[src/rtl/bus_arbiter.sv]
// Round-robin owner of the shared serial bus: grants one node per fixed frame,
// drives bus-free, the frame bit index and frame start/end/abort pulses.
module bus_arbiter #(
   parameter int NODES      = 16,
   parameter int FRAME_BITS = 76,
   parameter int GAP_CYCLES = 2
) (
   input  logic             clock,
   input  logic             reset,
   input  logic [NODES-1:0] req,
   output logic [NODES-1:0] grant,
   output logic [3:0]       grant_id,
   output logic             bus_free,
   output logic [7:0]       bit_idx,
   output logic             frame_start,
   output logic             frame_end,
   output logic             frame_abort
);

   typedef enum logic [1:0] {
      IDLE,
      TX,
      GAP
   } state_t;

   localparam logic [7:0] LAST_BIT  = 8'(FRAME_BITS - 1);
   localparam logic [3:0] LAST_NODE = 4'(NODES - 1);
   localparam logic [3:0] GAP_LOAD  =
      (GAP_CYCLES == 0) ? 4'd0 : 4'(GAP_CYCLES - 1);

   state_t           state, state_n;
   logic [3:0]       gap_cnt, gap_n;
   logic [3:0]       last_winner, lw_n;
   logic [NODES-1:0] grant_n;
   logic [3:0]       id_n;
   logic             free_n;
   logic [7:0]       bit_n;
   logic             fs_n, fe_n, fa_n;

   logic [4:0]         base;
   logic [2*NODES-1:0] shf;
   logic [NODES-1:0]   rot;
   logic [4:0]         idx;
   logic               win_found;
   logic [3:0]         win_id;

   // Rotate requests so the node after last_winner sits at bit 0.
   always_comb begin
      base = (last_winner == LAST_NODE) ? 5'd0
                                        : {1'b0, last_winner} + 5'd1;
      shf = {req, req} >> base;
      rot = shf[NODES-1:0];
      win_found = 1'b0;
      idx = 5'd0;
      for (int i = NODES - 1; i >= 0; i--) begin
         if (rot[i]) begin
            win_found = 1'b1;
            idx = base + 5'(i);
         end
      end
      win_id = (idx >= 5'(NODES)) ? 4'(idx - 5'(NODES)) : idx[3:0];
   end

   always_comb begin
      state_n = state;
      gap_n   = gap_cnt;
      lw_n    = last_winner;
      grant_n = '0;
      id_n    = 4'd0;
      bit_n   = 8'd0;
      fs_n    = 1'b0;
      fe_n    = 1'b0;
      fa_n    = 1'b0;
      unique case (state)
         IDLE: begin
            if (win_found) begin
               state_n = TX;
               grant_n = {{(NODES-1){1'b0}}, 1'b1} << win_id;
               id_n    = win_id;
               lw_n    = win_id;
               fs_n    = 1'b1;
               fe_n    = (LAST_BIT == 8'd0);
            end
         end
         TX: begin
            if (bit_idx == LAST_BIT || !(|(req & grant))) begin
               fa_n  = (bit_idx != LAST_BIT);
               gap_n = GAP_LOAD;
               state_n = (GAP_CYCLES == 0) ? IDLE : GAP;
            end else begin
               grant_n = grant;
               id_n    = grant_id;
               bit_n   = bit_idx + 8'd1;
               fe_n    = (bit_idx + 8'd1 == LAST_BIT);
            end
         end
         GAP: begin
            if (gap_cnt == 4'd0) begin
               state_n = IDLE;
            end else begin
               gap_n = gap_cnt - 4'd1;
            end
         end
         default: state_n = IDLE;
      endcase
      free_n = (state_n == IDLE);
   end

   always_ff @(posedge clock) begin
      if (reset) begin
         state       <= IDLE;
         gap_cnt     <= 4'd0;
         last_winner <= LAST_NODE;
         grant       <= '0;
         grant_id    <= 4'd0;
         bus_free    <= 1'b1;
         bit_idx     <= 8'd0;
         frame_start <= 1'b0;
         frame_end   <= 1'b0;
         frame_abort <= 1'b0;
      end else begin
         state       <= state_n;
         gap_cnt     <= gap_n;
         last_winner <= lw_n;
         grant       <= grant_n;
         grant_id    <= id_n;
         bus_free    <= free_n;
         bit_idx     <= bit_n;
         frame_start <= fs_n;
         frame_end   <= fe_n;
         frame_abort <= fa_n;
      end
   end

endmodule

[config.mk]
export PLATFORM = sky130hd
export DESIGN_NAME = bus_arbiter
export DESIGN_NICKNAME = d
export VERILOG_FILES = /design/src/rtl/bus_arbiter.sv
export SDC_FILE = /design/constraint.sdc
export NUM_CORES = 1
export LEC_CHECK = 0
export BUFFER_PORTS_ARGS = -buffer_cell sky130_fd_sc_hd__buf_2
export CAP_MARGIN = 20
export CORE_ASPECT_RATIO = 2
export CORE_MARGIN = 8
export CORE_UTILIZATION = 30
export CTS_CLUSTER_SIZE = 16
export DETAILED_ROUTE_END_ITERATION = 6
export PLACE_DENSITY = 0.57
export SYNTH_ARGS = -nofsm -noshare
export SYNTH_HDL_FRONTEND = slang
export SYNTH_SLANG_ARGS = --single-unit
export TNS_END_PERCENT = 30
[constraint.sdc]
create_clock -name clock -period 4.17 [get_ports clock]
set_input_delay 1.251 -clock clock [delete_from_list [all_inputs] [get_ports clock]]
set_output_delay 1.251 -clock clock [all_outputs]
set_load 0.02 [all_outputs]
### Word-level counts from Yosys, hierarchy flattened

Cells that the tools add are included.

* register bits after elaboration: 42
* input bits: 18
* output and inout bits: 32
* word-level logic and storage cells: 104

* add/subtract/negate cells: 19
* order comparisons: 1
* equality and inequality tests: 8
* shift-type cells: 2
* multiplexer cells: 48
* bitwise operators: 4
* reduce and logical (&&, ||, !) cells: 12

Operators by type and width (count)
* $mux 5: 17
* $add 5x4->5 const B: 8
* $mux 16: 2
* $pmux 16 s2: 1
* $shr 32x5->16: 1
* $add 5x3->5 const B: 4
* $mux 4: 5
* $mux 1: 17
* $and 16x16->16: 1
* $eq 8x7->1 const B: 2
* $pmux 4 s2: 2
* $reduce_or 16->1: 1
* $shl 1x4->16 const A: 1
* $add 5x2->5 const B: 2
* $add 8x1->8 const B: 1
* $ne 8x7->1 const B: 1
* $sub 4x1->4 const B: 2
* $mux 2: 3
* $pmux 2 s3: 1
* $reduce_or 3->1: 2
* $add 4x1->5 const B: 1
* $add 5x1->5 const B: 1
* $ge 5x5->1 const B: 1
* $eq 4x4->1 const B: 1
* 12 further kinds: 16

### Depth between registers and ports, before layout

Gate-level depths: netlist (run 1).

* depth in word-level cells: 24
* mapped depth: 20
* depth with buffers taken out: 13

### Worst setup path after synthesis (run 1)

Ideal clock, no wire load.

* path kind: register -> register
* from: register last_winner[0]
* to: register grant[15]
* library setup time: 0.117 ns
* arrival time: 4.319 ns
* required time: 4.053 ns
* setup slack: -0.266 ns
* cell stages (with the launch flop): 20
* buffers on the path: 7
* period minus slack after synthesis: 4.436 ns
* cell sequence: dfxtp_1 > buf_2 > buf_4 > buf_4 > inv_2 > ha_1 > buf_6 > buf_6 > mux2_2 > mux2_2 > mux4_2 > or4_1 > nor4_1 > a311o_1 > buf_4 > or2b_4 > inv_2 > and2_1 > buf_6 > a32o_1

* longest elaborated chain between the ends: 24
* elaborated cells on any way between the ends: 57
* those cells by class: 17 x add/sub; 1 x order compare; 1 x eq/ne; 2 x shift; 36 x mux

Ends and longest elaborated chain
* from (decl): line 33 `logic [3:0] last_winner, lw_n;`
* from (signal assigned): line 124 `last_winner <= lw_n;`
* $add 4x1->5 / $eq 4x4->1 (equally long branches): line 50, 49
* $mux 5 *: line 49 `base = (last_winner == LAST_NODE) ? 5'd0`
* $shr 32x5->16 / $add 5x4->5 (equally long branches): line 51, 58
* $mux 5 (16 in a row): line 56 `if (rot[i]) begin`
* $sub 4x1->4 / $ge 5x5->1 (equally long branches): line 61 `win_id = (idx >= 5'(NODES)) ? 4'(idx - 5'(NODES)) : idx[3:0];`
* $mux 4: line 61
* $shl 1x4->16: line 78 `grant_n = {{(NODES-1){1'b0}}, 1'b1} << win_id;`
* $mux 16 *: line 76 `if (win_found) begin`
* $pmux 16 s2 *: line 74 `unique case (state)`
* to (signal assigned): line 125 `grant <= grant_n;`
* to (decl): line 11 `output logic [NODES-1:0] grant,`

Every way passes the cells marked *; elsewhere a longest branch is shown, timed or not.
A chain may end at the register's enable or synchronous reset.

### Worst setup path in the final report (run 1)

* from: input port req[9]
* to: register grant[7]

* longest elaborated chain between the ends: 22
* elaborated cells on any way between the ends: 44
* those cells by class: 1 x add/sub; 1 x order compare; 1 x eq/ne; 2 x shift; 35 x mux; 1 x bitwise; 3 x reduce/logical

Ends and longest elaborated chain
* from (decl): line 10 `input logic [NODES-1:0] req,`
* $shr 32x5->16: line 51 `shf = {req, req} >> base;`
* $mux 5 (16 in a row): line 56
* $sub 4x1->4 / $ge 5x5->1 (equally long branches): line 61
* $mux 4: line 61
* $shl 1x4->16: line 78
* $mux 16: line 76
* $pmux 16 s2: line 74

Parallel ways exist; a longest one is shown, timed or not.

==> results.py, run 1 <==
metrics = {
    "grt": {
        "grt_max_degree": 30,
        "grt_use_total_pct": 17.27,
        "grt_pass1_wl_mm": 25.25,
        "antenna_found_initial": 0,
        "overflow": 0,
        "grt_pass1_vias": 4474,
    },
    "routing": {
        "drcViolationCount": 0,
        "firstDrtPassIters": 5,
        "vias": 4673,
        "wl_mm": 16.23,
        "wire_per_inst_um": 20.49,
        "via_per_inst": 5.900,
        "drtIter0Drc": 370,
        "antenna_left": 0,
    },
    "clock_tree": {
        "tritoncts.num_buffers": 5,
        "root_buffer": "clkbuf_16",
        "clk_pin_slew_ns": 0.06,
        "cts_tree": "done",
        "clk_path_buf_depth": 2,
        "htree_levels": 2,
        "clkLatencyLatePin_ns": 0.28,
        "cts.sinks": 42,
    },
    "timing": {
        "setup_viol": 3,
        "fmax_mhz": 239.2,
        "hold_viol": 0,
        "skew_ns": 0.004393,
        "slew_headroom_pct": 51.98,
        "min_period_ns": 4.181,
        "min_period_over_period_pct": 100.3,
        "report.final.slew_viol_count": 0,
        "rsz0062_at_grt": "false",
        "holdWs_ns": 0.4589,
        "worst_slew_pin_slew_ns": 0.7003,
        "tns_ns": -0.01778,
        "worst_slack_ns": -0.01083,
    },
    "critical_path": {
        "path_cells": "buf_2, buf_4, mux4_2, mux4_2, a211oi_1, nor3_1, o41ai_1, nand3b_1, buf_4, and2_1, a32o_1",
        "slowest_delay_ns": 0.54,
        "cp-end-kind": "flop",
        "start_kind": "input pin",
        "cpMaxStageDelayCell": "mux4_2",
        "cp_data_arrival_time_ns": 4.35,
        "path_buf_inv": 3,
        "worst-setup-path-type": "in -> reg",
        "rrSetupSlack_ns": 0.17,
        "critical-path-top-delay-family": "compound AO/OA/AOI/OAI gates",
        "critical_path_required_ns": 4.34,
        "r2r-start": "last_winner[0]",
        "r2r_end": "grant[7]",
        "rr_worst_depth": 13,
        "critPathMaxFanout": 5,
    },
    "logic_synthesis": {
        "synth_compound_area_share_pct": 24.92,
        "synth_fa_ha_area_share_pct": 2.626,
        "ys.flop_type": "dfxtp_1",
        "synth_warnings": 0,
        "synth_cell_types": 70,
        "ys_seq_elements": 42,
        "yosysSeqAreaShare_pct": 19.61,
        "synth_edf_count": 0,
        "syn_nets": 500,
        "synthArstFlopShare_pct": 0,
        "synthSimpleGateAreaFrac_pct": 16.57,
        "synth.area.top_cells": "dfxtp_1, mux4_2, mux2i_1, mux2_2, o211ai_1",
        "syn-instance-count": 473,
        "synth_area_per_cell_um2": 9.065,
        "synth_top_area_cell": "dfxtp_1",
        "netlist.area_leader.share_pct": 19.61,
        "synth-xor-area-share_pct": 2.655,
        "syn_area_um2": 4288,
        "synth_top_family_by_area": "multiplexers",
        "synth.area.mux_share_pct": 28.63,
    },
    "placed_design": {
        "placed_cell_area_um2": 5415,
        "dp_hpwl_mm": 12.74,
        "dpl_worst_slack_ns": -0.2220,
        "io_buffers": 49,
        "globalplace.congestion": 0.9512,
    },
    "cells_and_area": {
        "diodes": 0,
        "fin_area_um2": 5578,
        "drive_gt1_share_pct": 37.00,
        "multiInputGateArea_um2": 3266,
        "seqCellArea_um2": 840.8,
        "area_growth_pct": 30.08,
        "fillers": 1432,
        "final_common_cell": "buf_4",
        "mostFrequentLayoutCells": "buf_4, buf_2, dfxtp_1",
        "finish.net_count": 627,
    },
    "floorplanning": {
        "start_util_pct": 30.20,
        "coreArea_um2": 14200,
        "num_rows": 62,
        "die_height_um": 185.1,
        "die_w_um": 100.5,
        "ios": 50,
        "die_area_um2": 18610,
    },
    "status": {
        "status": "complete, but fails checks",
        "violations": "setup timing",
    },
    "worst_hold_path": {
        "min_from": "grant_id[3]",
        "holdPathEnd": "grant_id[3]",
        "hold_path_class": "reg -> reg",
        "whs_path_depth": 1,
    },
    "job": {
        "max-cap-violations": 0,
    },
}
==> cell usage after synthesis, types with 4 or more instances <==
master     n
dfxtp_1   42
nor2_1    40
nand2_1   36
mux4_2    33
mux2i_1   27
o211ai_1  22
a21oi_1   19
mux2_2    18
o21ai_0   15
a32o_1    14
nand3_1   14
inv_1     13
and2_1    11
clkbuf_1  11
a211oi_1   9
buf_2      9
ha_1       9
and3_1     8
nor3_1     8
a221oi_1   7
xnor2_1    7
xor2_1     6
a31oi_1    5
nor4_1     5
a22o_1     4
a22oi_1    4
a31o_2     4
o31ai_1    4
==> how the worst max path moves through the flow <==
stage | startpoint | to | slack [ns] | cells past startpoint
2_1_floorplan | last_winner[0] | grant[15] | 0.003 | 19
3_3_place_gp | req[10] | grant[15] | -0.24 | 10
3_5_place_dp | req[9] | grant[11] | -0.22 | 10
4_1_cts | req[9] | grant[7] | 0.05 | 10
5_1_grt | req[9] | grant[7] | 0.005 | 11
6_report | req[9] | grant[7] | -0.01 | 11
==> cell families (layout without fill, tap and decap cells) <==
| family | Yosys count | count (layout) |
|---|---|---|
| simple gates | 143 | 143 |
| compound gates | 142 | 142 |
| mux | 79 | 79 |
| buf+inv | 45 | 172 |
| flops | 42 | 42 |
| xor+xnor | 13 | 13 |
| fa+ha+maj | 9 | 9 |
==> timing repair <==
action	in CTS	in global routing
setup buffers	0	2
endpoints found under the setup margin	0	16
resized for setup	0	3
hold buffers	0	0
==> flip-flops by register name (all words and copies together), names as in the netlist <==
signal	cells
grant	16
bit_idx	8
gap_cnt	4
grant_id	4
last_winner	4
state	2
bus_free	1
frame_abort	1
frame_end	1
frame_start	1
==> worst reg2reg max path, cell delays in order (launching register included) <==
cell      delay, ns
dfxtp_1        0.41
inv_4          0.05
ha_4           0.41
buf_6          0.23
mux4_2         0.38
mux4_2         0.52
buf_4          0.18
a211oi_1       0.35
nor3_1         0.09
o41ai_1        0.48
nand3b_1       0.13
buf_4          0.18
and2_1         0.22
a32o_1         0.27
==> through the flow <==
| step | instances | util [%] |
|---|---|---|
| after floorplan | 473 | - |
| after global placement | 783 | 38.15 |
| after detailed placement | 783 | 38.15 |
| after CTS | 790 | 39.10 |
| after global routing | 792 | 39.29 |
| final | 792 | 39.29 |
==> layer usage <==
layer	part of all wire, %	global-route usage [%]	vias up
met1	43	22.93	2298
met2	47	26.87	206
met4	2.4	5.488	0
met3	7.9	3.916	30
li1	-	-	2139
met5	0	0	-
==> final cells by class <==
| type | count | area share, % |
|---|---|---|
| Multi-Input combinational cell | 386 | 58.55 |
| Timing Repair Buffer | 148 | 18.46 |
| Sequential cell | 42 | 15.07 |
| Tap cell | 192 | 4.307 |
| Clock buffer | 5 | 2.243 |
| Inverter | 17 | 1.189 |
| Clock inverter | 2 | 0.1795 |
Power of run 1 is left out: the tool's default activity adds up to more than one toggle a clock period on the data nets, which glitch-free logic cannot reach.
==> run 2: changes to the inputs <==
--- a/config.mk
+++ b/config.mk
@@ -7,12 +7,14 @@
 export LEC_CHECK = 0
 export BUFFER_PORTS_ARGS = -buffer_cell sky130_fd_sc_hd__buf_2
 export CAP_MARGIN = 20
+export CELL_PAD_IN_SITES_DETAIL_PLACEMENT = 1
+export CELL_PAD_IN_SITES_GLOBAL_PLACEMENT = 2
 export CORE_ASPECT_RATIO = 2
 export CORE_MARGIN = 8
 export CORE_UTILIZATION = 30
 export CTS_CLUSTER_SIZE = 16
 export DETAILED_ROUTE_END_ITERATION = 6
-export PLACE_DENSITY = 0.57
+export PLACE_DENSITY = 0.8
 export SYNTH_ARGS = -nofsm -noshare
 export SYNTH_HDL_FRONTEND = slang
 export SYNTH_SLANG_ARGS = --single-unit
==> run 2 against run 1 <==
  * Via count grew 1.6%
  * Clock skew grew 0.0046 ns
  * Highest routed layer unchanged
  * Utilization grew 0.80 points
  * Global-route usage grew 2.0 points
  * Fmax grew 1.8%
  * Die area is the same
  * The run now ends clean
  * Routed wire length grew 7.7%
  * Non-clock buffer count grew 12
  * Count of clock-buffer cells in the layout grew 1
  * Sequential share of layout area shrank 0.30 points
  * Final cell count grew 1.6%
  * Register-to-register slack is essentially flat
==> results.py, run 2 (synthesis gave the netlist of run 1 again) <==
metrics = {
    "floorplanning": {
        "ios": 50,
        "die_area_um2": 18610,
        "coreArea_um2": 14200,
        "die_height_um": 185.1,
        "num_rows": 62,
        "die_w_um": 100.5,
        "start_util_pct": 30.20,
    },
    "placed_design": {
        "io_buffers": 49,
        "dp_hpwl_mm": 14.01,
        "globalplace.congestion": 0.9200,
    },
    "worst_hold_path": {
        "min_from": "grant_id[2]",
        "whs_path_depth": 2,
        "hold_path_class": "reg -> reg",
        "holdPathEnd": "grant_id[2]",
    },
    "grt": {
        "grt_pass1_wl_mm": 28.39,
        "grt_use_total_pct": 19.24,
        "grt_pass1_vias": 5077,
        "overflow": 0,
        "antenna_found_initial": 0,
        "grt_max_degree": 30,
    },
    "clock_tree": {
        "cts.sinks": 42,
        "root_buffer": "clkbuf_16",
        "htree_levels": 2,
        "postCtsHoldBufs": 0,
        "clk_pin_slew_ns": 0.06,
        "tritoncts.num_buffers": 5,
        "cts_tree": "done",
        "clkLatencyLatePin_ns": 0.28,
        "clk_path_buf_depth": 2,
    },
    "cells_and_area": {
        "mostFrequentLayoutCells": "buf_4, buf_2, dfxtp_1",
        "fillers": 1714,
        "diodes": 0,
        "drive_gt1_share_pct": 38.83,
        "largestRegisters": "grant: 16 flops, bit_idx: 8 flops",
        "area_growth_pct": 32.74,
        "largest_reg_flops": 16,
        "top_register": "grant",
        "final_common_cell": "buf_4",
        "finish.net_count": 639,
        "multiInputGateArea_um2": 3274,
        "fin_util_pct": 40.09,
        "seqCellArea_um2": 840.8,
    },
    "status": {
        "status": "completed",
    },
    "routing": {
        "drtIter0Drc": 284,
        "wire_per_inst_um": 21.71,
        "drcViolationCount": 0,
        "antenna_left": 0,
        "firstDrtPassIters": 5,
        "wl_mm": 17.48,
        "vias": 4746,
        "via_per_inst": 5.896,
    },
    "critical_path": {
        "critPathMaxFanout": 6,
        "slowest_delay_ns": 0.55,
        "cp-end-kind": "flop",
        "cpMaxStageDelayCell": "mux4_2",
        "path_cells": "buf_2, mux2_1, mux2_2, mux4_2, a221oi_1, buf_4, a22oi_1, o221ai_1, nand3b_1, buf_4, nor2_2, a32o_1",
        "critical_path_required_ns": 4.34,
        "cp_data_arrival_time_ns": 4.28,
        "rrSetupSlack_ns": 0.16,
        "r2r-start": "last_winner[0]",
        "rr_worst_depth": 13,
        "r2r_end": "grant[8]",
        "cpMostUsedCell": "buf_4",
        "worst-setup-path-type": "in -> reg",
        "start_kind": "input pin",
    },
    "job": {
        "max-cap-violations": 0,
    },
    "timing": {
        "slew_headroom_pct": 51.60,
        "report.final.slew_viol_count": 0,
        "fmax_mhz": 243.5,
        "min_period_over_period_pct": 98.49,
        "hold_viol": 0,
        "skew_ns": 0.008955,
        "setup_viol": 0,
        "worst_slew_pin_slew_ns": 0.7259,
        "rsz0062_at_grt": "true",
        "min_period_ns": 4.107,
        "tns_ns": 0,
    },
}
-- run 2: how the worst max path moves through the flow --
stage,startpoint,end,slack [ns],depth (start not counted)
after floorplan,last_winner[0],grant[15],0.003,19
after global placement,req[8],grant[8],-0.17,11
after detailed placement,req[9],grant[12],-0.19,11
after CTS,last_winner[0],grant[15],0.01,14
after global routing,req[7],grant[15],-0.03,11
final,req[9],grant[8],0.06,12
-- run 2: through the flow --
stage / setup WS [ns] / instances / instance area [µm²] / hold WS [ns]
final: 0.06315 / 805 / 5692 / 0.4751
after global routing: -0.03244 / 805 / 5692 / 0.5084
after CTS: 0.01325 / 804 / 5652 / 0.4814
after detailed placement: -0.1902 / 796 / 5500 / 0.4706
after global placement: -0.1746 / 796 / 5500 / 0.4388
after floorplan: 0.003269 / 473 / 4328 / 0.4421
-- run 2: final cells by class --
cell class	count	area share [%]
inverters	17	1.165
well taps	192	4.221
clock inverters	2	0.2198
clock buffers	6	2.440
repair buffers	160	19.65
multi-input cells	386	57.53
flip-flops and latches	42	14.77
-- run 2: repair_timing --
item	CTS	global route
endpoints found under the setup margin	0	21
buffers inserted	0	1
resized for setup	0	10
-- run 2: critical path, delay by kind of cell --
| family | cells | cell delay, ns |
|---|---|---|
| compound gates | 4 | 0.94 |
| buf+inv | 3 | 0.51 |
| mux | 3 | 1.19 |
| simple gates | 2 | 0.37 |
-- run 2: per-layer routing --
layer	routed length [µm]	part of all wire, %	vias to the layer above	GRT usage (%)
met5	0	0	-	0
met4	582	3.3	0	6.585
met3	745	4.3	38	2.297
met2	8706	50	169	33.04
met1	7445	43	2382	24.02
li1	-	-	2157	-
Power of run 2 is left out for the same reason.
==> run 3: changes to the inputs <==
--- a/config.mk
+++ b/config.mk
@@ -14,6 +14,7 @@
 export CORE_UTILIZATION = 30
 export CTS_CLUSTER_SIZE = 16
 export DETAILED_ROUTE_END_ITERATION = 6
+export MAX_ROUTING_LAYER = met4
 export PLACE_DENSITY = 0.8
 export SYNTH_ARGS = -nofsm -noshare
 export SYNTH_HDL_FRONTEND = slang
==> run 3 against run 2 <==
  * Die area unchanged
  * Utilization down 0.14 points
  * Critical path depth unchanged
  * Critical path type unchanged
==> results.py, run 3 (synthesis gave the netlist of run 1 again) <==
metrics = {
    "grt": {
        "antenna_found_initial": 0,
        "grt_use_total_pct": 19.31,
        "grt_pass1_vias": 4823,
        "overflow": 0,
        "grt_max_degree": 30,
        "grt_pass1_wl_mm": 27.30,
    },
    "timing": {
        "min_period_ns": 4.092,
        "min_period_over_period_pct": 98.14,
        "setup_viol": 0,
        "skew_ns": 0.006075,
        "fmax_mhz": 244.4,
        "report.final.slew_viol_count": 0,
        "slew_headroom_pct": 53.25,
        "worst_slew_pin_slew_ns": 0.7013,
        "hold_viol": 0,
    },
    "cells_and_area": {
        "multiInputGateArea_um2": 3284,
        "final_common_cell": "buf_4",
        "mostFrequentLayoutCells": "buf_4, buf_2, dfxtp_1",
        "largestRegisters": "grant: 16 flops, bit_idx: 8 flops",
        "area_growth_pct": 32.27,
        "top_register": "grant",
        "diodes": 0,
        "seqCellArea_um2": 840.8,
        "finish.net_count": 632,
        "largest_reg_flops": 16,
        "layoutNonFillerInstCount": 798,
        "fillers": 1700,
        "drive_gt1_share_pct": 38.12,
    },
    "floorplanning": {
        "num_rows": 62,
        "coreArea_um2": 14200,
        "die_area_um2": 18610,
        "ios": 50,
        "start_util_pct": 30.20,
        "die_w_um": 100.5,
        "die_height_um": 185.1,
    },
    "clock_tree": {
        "root_buffer": "clkbuf_16",
        "clkLatencyLatePin_ns": 0.29,
        "clk_path_buf_depth": 2,
        "clk_pin_slew_ns": 0.06,
        "cts.sinks": 42,
        "cts_tree": "done",
        "htree_levels": 2,
        "tritoncts.num_buffers": 5,
    },
    "routing": {
        "antenna_left": 0,
        "via_per_inst": 5.830,
        "vias": 4652,
        "drcViolationCount": 0,
        "firstDrtPassIters": 5,
        "wl_mm": 17.12,
        "wire_per_inst_um": 21.45,
        "drtIter0Drc": 272,
    },
    "job": {
        "max-cap-violations": 0,
    },
    "worst_hold_path": {
        "hold_path_class": "reg -> reg",
    },
    "placed_design": {
        "io_buffers": 49,
        "dp.cells": 789,
        "dp_hpwl_mm": 13.65,
        "globalplace.congestion": 0.9687,
    },
    "critical_path": {
        "critPathMaxFanout": 6,
        "start_kind": "input pin",
        "critical_path_required_ns": 4.34,
        "cp_data_arrival_time_ns": 4.26,
        "worst-setup-path-type": "in -> reg",
        "cp-end-kind": "flop",
    },
    "status": {
        "status": "completed",
    },
}
-- run 3: worst max-delay path, stage by stage --
cell	delay (ns)
buf_2	0.14
mux2_1	0.32
mux2_2	0.31
mux4_2	0.55
a2111oi_1	0.46
buf_4	0.21
o31ai_1	0.10
o211ai_1	0.14
o211ai_1	0.15
buf_4	0.18
and2_1	0.18
a32o_1	0.27
-- run 3: per-layer routing --
layer,part of all wire (%),vias up,track usage [%]
met3,3.8,27,3.163
li1,-,2144,-
met1,43,2352,23.55
met4,3.0,0,6.890
met5,0,-,-
met2,50,129,31.27
-- run 3: timing repair --
action | 4_1_cts | 5_1_grt
resized for setup | 1 | 11
hold endpoints to repair | 0 | 0
setup buffers | 0 | 1
setup endpoints to repair | 8 | 17
pin swaps | 0 | 4
hold buffers | 0 | 0
-- run 3: area by class of cell --
class | instances | area share (%)
timing repair buffer | 153 | 18.95
sequential | 42 | 14.82
clock buffer | 5 | 2.206
clock inverter | 3 | 0.7059
inverter | 17 | 1.169
multi-input combinational | 386 | 57.91
tap | 192 | 4.236
-- run 3: metrics by stage --
stage                     hold slack (ns)  area (µm²)  worst slack [ns]   TNS, ns  util, %
after CTS                          0.4567        5617           0.04072         0    39.56
final                              0.4546        5672           0.07769         0    39.95
after global placement             0.4467        5448           -0.1549    -2.086    38.37
after global routing               0.4830        5672          -0.03539  -0.06344    39.95
after detailed placement           0.4429        5448           -0.1808    -2.444    38.37
after floorplan                    0.4421        4328          0.003269         0        -
-- run 3: path summary, 6_finish.rpt --
| kind | start | end | slack, ns | cells past startpoint |
|---|---|---|---|---|
| max | req[9] | grant[15] | 0.08 | 12 |
| min | grant_id[3] | grant_id[3] | 0.45 | 1 |
| max reg2reg | last_winner[0] | grant[15] | 0.20 | 13 |
| min reg2reg | grant_id[3] | grant_id[3] | 0.45 | 1 |
Power of run 3 is left out for the same reason.
